$ cat src/rtl/pipeline_ctrl_unit_pkg.sv
// Shared types and constants for the pipeline stall/flush controller.
// Latency: n/a (declarations only).
// Backpressure: n/a.
package pipeline_ctrl_unit_pkg;

    // Controller sequencing states
    typedef enum logic [1:0] {
        WARMUP  = 2'd0,
        RUN     = 2'd1,
        RECOVER = 2'd2
    } pcu_state_e;

    // PC source encodings driven on pc_sel
    localparam int PCSEL_SEQ = 0;
    localparam int PCSEL_BR  = 1;
    localparam int PCSEL_EXC = 2;

    // Width of the recovery window counter (FLUSH_CYCLES is limited to 1..15)
    localparam int CNT_W = 4;

    // Per-stage control view
    typedef struct packed {
        logic stall;
        logic flush;
    } stage_ctrl_t;

endpackage

$ cat src/rtl/pipeline_ctrl_unit_watchdog.sv
// Stall watchdog: counts consecutive stalled cycles without a commit and raises a sticky deadlock flag.
// Latency: deadlock rises on the same edge the counter reaches WDOG_LIMIT.
// Backpressure: none; pure monitor. Ports: clk, rst, stall_any, commit, redirect -> deadlock.
module pcu_watchdog #(
    parameter int WDOG_LIMIT = 1024
) (
    input  logic clk,
    input  logic rst,
    input  logic stall_any,
    input  logic commit,
    input  logic redirect,
    output logic deadlock
);
    localparam int WD_W = $clog2(WDOG_LIMIT + 1);
    localparam logic [WD_W-1:0] LIMIT = WD_W'(WDOG_LIMIT);

    logic [WD_W-1:0] wd;
    logic [WD_W-1:0] wd_nxt;

    // Counter holds (rather than clears) on cycles that neither stall nor commit.
    always_comb begin
        wd_nxt = wd;
        if (commit || redirect) begin
            wd_nxt = '0;
        end else if (stall_any && (wd != LIMIT)) begin
            wd_nxt = wd + 1'b1;
        end
    end

    always_ff @(posedge clk or posedge rst) begin
        if (rst) begin
            wd       <= '0;
            deadlock <= 1'b0;
        end else begin
            wd <= wd_nxt;
            // Only a commit releases the flag; a redirect clears the count but not the flag.
            if (commit) begin
                deadlock <= 1'b0;
            end else if (wd_nxt == LIMIT) begin
                deadlock <= 1'b1;
            end
        end
    end

endmodule

$ cat src/rtl/pipeline_ctrl_unit.sv
// Central stall/flush controller: maps stall sources to per-stage stall/flush, sequences redirect recovery, selects PC source.
// Latency: stage controls are combinational from inputs and registered FSM state; redirects take effect the same cycle.
// Backpressure: stalls hold stages at/above the stall boundary and bubble the stage below; optional perf counters via PCU_PERF_CNT_EN.
module pipeline_ctrl_unit
    import pipeline_ctrl_unit_pkg::*;
#(
    parameter int NUM_STAGES    = 6,
    parameter int NUM_STALL_SRC = 2,
    // Ascending outer range: the leftmost mask in the literal belongs to source 0.
    parameter logic [0:NUM_STALL_SRC-1][NUM_STAGES-1:0] STALL_MASK = {6'b011111, 6'b000111},
    parameter int FLUSH_CYCLES  = 2,
    parameter int WDOG_LIMIT    = 1024,
    parameter int PC_SEL_W      = 3
) (
    input  logic                     clk,
    input  logic                     rst,
    input  logic [NUM_STALL_SRC-1:0] stall_src,
    input  logic                     inst_ready,
    input  logic                     branch_occur,
    input  logic                     exception,
    input  logic                     commit,
    output logic                     inst_req,
    output logic [PC_SEL_W-1:0]      pc_sel,
    output logic [NUM_STAGES-1:0]    stage_stall,
    output logic [NUM_STAGES-1:0]    stage_flush,
    output logic                     branch_flush,
    output logic                     recovering,
    output logic                     deadlock
`ifdef PCU_PERF_CNT_EN
    ,
    output logic [31:0]              perf_stall_cyc,
    output logic [31:0]              perf_redirects
`endif
);

    localparam logic [CNT_W-1:0] CNT_RELOAD = CNT_W'(FLUSH_CYCLES - 1);

    pcu_state_e                state_q;
    pcu_state_e                state_nxt;
    logic [CNT_W-1:0]          cnt_q;
    logic [CNT_W-1:0]          cnt_nxt;
    logic                      redirect;
    logic                      stall_any;
    logic [NUM_STAGES-1:0]     s;
    stage_ctrl_t [NUM_STAGES-1:0] ctrl;

    assign stall_any = |stall_src;
    assign redirect  = ((state_q == RUN) || (state_q == RECOVER)) && (branch_occur || exception);

    // Stage i is stalled if any active source has bit i set in its mask.
    always_comb begin
        s = '0;
        for (int j = 0; j < NUM_STALL_SRC; j++) begin
            for (int i = 0; i < NUM_STAGES; i++) begin
                s[i] = s[i] | (stall_src[j] & STALL_MASK[j][i]);
            end
        end
    end

    // State register
    always_ff @(posedge clk or posedge rst) begin
        if (rst) begin
            state_q <= WARMUP;
            cnt_q   <= '0;
        end else begin
            state_q <= state_nxt;
            cnt_q   <= cnt_nxt;
        end
    end

    // Next-state logic; a redirect inside RECOVER restarts the flush window.
    always_comb begin
        state_nxt = state_q;
        cnt_nxt   = cnt_q;
        case (state_q)
            WARMUP: begin
                state_nxt = RUN;
            end
            RUN: begin
                if (redirect) begin
                    state_nxt = RECOVER;
                    cnt_nxt   = CNT_RELOAD;
                end
            end
            RECOVER: begin
                if (redirect) begin
                    cnt_nxt = CNT_RELOAD;
                end else if (cnt_q == '0) begin
                    state_nxt = RUN;
                end else begin
                    cnt_nxt = cnt_q - 1'b1;
                end
            end
            default: begin
                state_nxt = WARMUP;
                cnt_nxt   = '0;
            end
        endcase
    end

    // Output logic
    always_comb begin
        inst_req     = 1'b0;
        pc_sel       = PC_SEL_W'(PCSEL_SEQ);
        branch_flush = 1'b0;
        ctrl         = '0;
        case (state_q)
            RUN, RECOVER: begin
                if (redirect) begin
                    branch_flush = 1'b1;
                    pc_sel       = exception ? PC_SEL_W'(PCSEL_EXC) : PC_SEL_W'(PCSEL_BR);
                    for (int i = 0; i < NUM_STAGES; i++) begin
                        ctrl[i].flush = 1'b1;
                    end
                end else begin
                    for (int i = 0; i < NUM_STAGES; i++) begin
                        ctrl[i].stall = s[i];
                    end
                    // Bubble into the first stage below the stall boundary.
                    for (int i = 1; i < NUM_STAGES; i++) begin
                        ctrl[i].flush = s[i-1] & ~s[i];
                    end
                    ctrl[0].stall = s[0] | ~inst_ready;
                    if (state_q == RECOVER) begin
                        ctrl[0].flush = 1'b1;
                    end else begin
                        inst_req = ~stall_any;
                    end
                end
            end
            default: begin
                for (int i = 0; i < NUM_STAGES; i++) begin
                    ctrl[i].flush = 1'b1;
                end
            end
        endcase
        // Flush dominates stall on the same stage.
        for (int i = 0; i < NUM_STAGES; i++) begin
            ctrl[i].stall = ctrl[i].stall & ~ctrl[i].flush;
        end
    end

    always_comb begin
        for (int i = 0; i < NUM_STAGES; i++) begin
            stage_stall[i] = ctrl[i].stall;
            stage_flush[i] = ctrl[i].flush;
        end
    end

    assign recovering = (state_q == RECOVER);

    pcu_watchdog #(
        .WDOG_LIMIT (WDOG_LIMIT)
    ) u_watchdog (
        .clk       (clk),
        .rst       (rst),
        .stall_any (stall_any),
        .commit    (commit),
        .redirect  (redirect),
        .deadlock  (deadlock)
    );

`ifdef PCU_PERF_CNT_EN
    always_ff @(posedge clk or posedge rst) begin
        if (rst) begin
            perf_stall_cyc <= '0;
            perf_redirects <= '0;
        end else begin
            if (|stage_stall) begin
                perf_stall_cyc <= perf_stall_cyc + 32'd1;
            end
            if (redirect) begin
                perf_redirects <= perf_redirects + 32'd1;
            end
        end
    end
`endif

endmodule
$ cat config.mk
export PLATFORM = sky130hd
export DESIGN_NAME = pipeline_ctrl_unit
export DESIGN_NICKNAME = d
export VERILOG_FILES = /design/src/rtl/pipeline_ctrl_unit_pkg.sv /design/src/rtl/pipeline_ctrl_unit_watchdog.sv /design/src/rtl/pipeline_ctrl_unit.sv
export SDC_FILE = /design/constraint.sdc
export NUM_CORES = 1
export LEC_CHECK = 0
export ABC_AREA = 0
export CAP_MARGIN = 20
export CELL_PAD_IN_SITES_DETAIL_PLACEMENT = 0
export CELL_PAD_IN_SITES_GLOBAL_PLACEMENT = 1
export CORE_MARGIN = 2
export CORE_UTILIZATION = 50
export DETAILED_ROUTE_END_ITERATION = 10
export DONT_BUFFER_PORTS = 1
export PLACE_DENSITY = 0.93
export REMOVE_ABC_BUFFERS = 1
export SKIP_CTS_REPAIR_TIMING = 1
export SLEW_MARGIN = 5
export SYNTH_ARGS = -nofsm -noshare
export SYNTH_HDL_FRONTEND = slang
export SYNTH_SLANG_ARGS = --single-unit
$ cat constraint.sdc
create_clock -name clk -period 6 [get_ports clk]
set_clock_uncertainty 0.15 [all_clocks]
set_input_delay 1.2 -clock clk [delete_from_list [all_inputs] [get_ports clk]]
set_output_delay 1.2 -clock clk [all_outputs]
set_load 0.01 [all_outputs]
==> impl_summary.log <==
[metrics] number of H-tree levels: 1
[metrics] Clk pin slew, worst setup/hold paths: 100 ps
[metrics] buffer type at the clock tree root: sky130_fd_sc_hd__clkbuf_4
[metrics] share of power burned in the clock network: 0.166
[metrics] count of input and output buffers: 0
[metrics] async set-or-reset flop fraction in the synthesized netlist: 1.00
[metrics] row cnt: 19
[metrics] pin count of the biggest net entering global routing: 19
[metrics] DIE AREA: 3210 µm²
[metrics] overall routed net length: 2540 µm
[metrics] final setup TNS: 0 ps
[metrics] power per standard cell area: 323 nW/µm²
[metrics] share of final-layout standard cells stronger than drive strength 1: 0.0987
[metrics] final non-filler cell total: 183
[metrics] TritonCTS Sinks: 18
[metrics] Routability Congestion: 0.809
[metrics] slack of the worst reg-to-reg path: 3610 ps
[metrics] Tcrit/Tclk final: 0.594
[metrics] Total Routing Usage GR: 0.180
[metrics] I/O Pins: 27
[metrics] # Max-Cap Violations: 0
[metrics] Critical Path AT: 2210 ps
[metrics] number of synthesized flops with an enable pin: 0
[metrics] FF-to-FF path depth: 7
[metrics] achievable frequency: 281 MHz
[metrics] maximum fanout encountered on the critical timing path: 7
[metrics] share of total power in sequential cells: 0.346
[metrics] worst hold start: cnt_q[1]
[metrics] Hold Path Sink: cnt_q[1]
[metrics] count of endpoints failing hold in the final timing report: 0
[metrics] worst relative slew slack: 0.537
[metrics] fin nets: 170
[metrics] wire length of the first global-routing pass: 4520 µm
[metrics] drt wl/cell: 13.9 µm
[metrics] DRT iter0 DRCs: 34
[metrics] drt via density: 5.64
[metrics] Max Slew Vio Count: 0
[metrics] share of synthesized area occupied by flip-flops and latches: 0.325
[metrics] CTS tree: done
[metrics] number of warnings issued by yosys: 0
[metrics] most used flip-flop cell after synthesis: sky130_fd_sc_hd__dfrtp_1
[metrics] core region area: 2690 µm²
[metrics] Gate Count Post-Synth: 156
[metrics] setup slack at placement: 2410 ps
[metrics] Clock Path Buffers: 2
[metrics] final count of negative-setup-slack endpoints: 0
[metrics] HPWL after detailed placement: 1980 µm
[metrics] hold-critical path depth: 2
[metrics] Final min period: 3560 ps
[metrics] Static Leakage: 0.000591 µW
[metrics] unrepaired setup endpoints after global routing: false
[metrics] Worst IR Drop VDD: 0.209 mV
[metrics] Area Overhead vs Synth: 1.27%
[metrics] worst-case setup margin in the final layout: 2440 ps
[metrics] worst-skew pair later-pin latency: 290 ps
[metrics] Pre-antenna DRT Iters: 4
[metrics] post-placement cell count: 179
[metrics] class of the most critical setup path: in2out
[metrics] measured slew at the worst slew-check pin: 693 ps
[metrics] cell area after technology mapping: 1390 µm²
[metrics] Critical Path End Type: output pin
[metrics] FF-to-FF Start: state_q[0]
[metrics] Antenna Nets Post-Route: 0
[metrics] ANT cells: 0
[metrics] die extent in x: 56.6 µm
[metrics] end of the worst register-to-register path: u_watchdog.deadlock
[metrics] number of clock buffers inserted by TritonCTS: 3
[metrics] via count: 1032
[metrics] starting density of the core: 0.516
[metrics] core utilization of the finished layout: 0.522
[metrics] kind of launch point of the worst setup path: input port
[metrics] Worst Hold Class: reg2reg
[metrics] count of state elements after synthesis: 18
[metrics] GRT Residual Overflow: 0
[metrics] source of the critical timing path: branch_occur
[metrics] switching power: 200 µW
[metrics] worst path required time: 4650 ps
[metrics] Internal: 253 µW
[metrics] number of global-route vias before repair: 1004
[metrics] outcome: complete, no violations
[metrics] initial antenna violation count: 0
[metrics] Mean Syn Cell Area: 8.88 µm²
[metrics] switching part of the total: 0.441
[metrics] die outline height: 56.6 µm
[metrics] number of remaining DRC errors: 0
[metrics] synth unique cells: 42
[metrics] share of total power in combinational logic: 0.489
## state kept, by name, indices dropped and copies added, names as in the netlist
signal / cells
state_q: 2
cnt_q: 4
u_watchdog.wd: 11
u_watchdog.deadlock: 1
## logic make-up (layout without fill, tap and decap cells)
kind of cell    after synthesis  count (layout)  share of synthesized area
flops                        18              18                      0.325
mux                           4               4                     0.0307
compound gates               28              28                      0.143
buf+inv                      22              17                     0.0795
other cells                   1               2                    0.00271
xor+xnor                     10              10                     0.0632
simple gates                 64              64                      0.275
fa+ha+maj                     9               9                     0.0813
## layout make-up
cell class,count,area [µm²]
multi-input combinational,117,828
sequential,18,450
fill,255,1280
tap,31,38.8
inverter,13,48.8
clock buffer,4,36.3
## power by group through the flow
stage	logic, µW	clock network (µW)	registers [µW]
2_1_floorplan	182	0	154
3_3_place_gp	217	0	157
3_5_place_dp	223	0	159
4_1_cts	223	78.8	157
5_1_grt	254	82.0	160
6_report	221	75.1	157
## metal layers
metal  global-route usage  wire, µm  part of all wire
met4               0.0714        26             0.010
met3               0.0300       111             0.044
met5                    0         0                 0
met1                0.248      1230              0.48
met2                0.281      1180              0.46
## critical path, cell delays in order
cell,delay [ps]
sky130_fd_sc_hd__nor3b_2,360
sky130_fd_sc_hd__inv_1,270
sky130_fd_sc_hd__nor2_1,380
## how the worst max path moves through the flow
stage / cells past startpoint / end
finish: 3 / stage_stall[2]
global route: 5 / stage_stall[2]
CTS: 3 / stage_stall[2]
detailed placement: 3 / stage_stall[2]
global placement: 3 / stage_stall[2]
floorplan: 3 / stage_stall[1]
## cell usage after synthesis (3+ instances only)
cell type,count,share of area
sky130_fd_sc_hd__nor2_1,23,0.062
sky130_fd_sc_hd__dfrtp_1,18,0.33
sky130_fd_sc_hd__inv_1,11,0.030
sky130_fd_sc_hd__nand2_1,10,0.027
sky130_fd_sc_hd__ha_1,9,0.081
sky130_fd_sc_hd__buf_4,7,0.038
sky130_fd_sc_hd__nor3_1,7,0.025
sky130_fd_sc_hd__xnor2_1,7,0.044
sky130_fd_sc_hd__a21oi_1,6,0.022
sky130_fd_sc_hd__nand2b_1,5,0.023
sky130_fd_sc_hd__o21ai_0,5,0.018
sky130_fd_sc_hd__and2_1,3,0.014
sky130_fd_sc_hd__nand3_1,3,0.011
sky130_fd_sc_hd__o21ai_1,3,0.011
sky130_fd_sc_hd__o31ai_1,3,0.016
sky130_fd_sc_hd__xor2_1,3,0.019
## placed cells by master, fill, tap and decap left out, types with 3 or more instances in the layout
cell,n
sky130_fd_sc_hd__a21oi_1,6
sky130_fd_sc_hd__o21ai_1,3
sky130_fd_sc_hd__nor2_1,23
sky130_fd_sc_hd__ha_1,9
sky130_fd_sc_hd__inv_1,11
sky130_fd_sc_hd__o31ai_1,3
sky130_fd_sc_hd__clkbuf_4,3
sky130_fd_sc_hd__nand2b_1,5
sky130_fd_sc_hd__xnor2_1,7
sky130_fd_sc_hd__o21ai_0,5
sky130_fd_sc_hd__and2_1,3
sky130_fd_sc_hd__nand3_1,3
sky130_fd_sc_hd__xor2_1,3
sky130_fd_sc_hd__dfrtp_1,18
sky130_fd_sc_hd__nor3_1,7
sky130_fd_sc_hd__nand2_1,10
## per-stage QoR
step	area [µm²]	hold slack, ps	power [µW]
final	1400	369	453
after global routing	1400	416	496
after CTS	1400	371	459
after detailed placement	1370	345	382
after global placement	1370	346	374
after floorplan	1330	322	337
No activity file was read; power rests on OpenSTA's default activity.
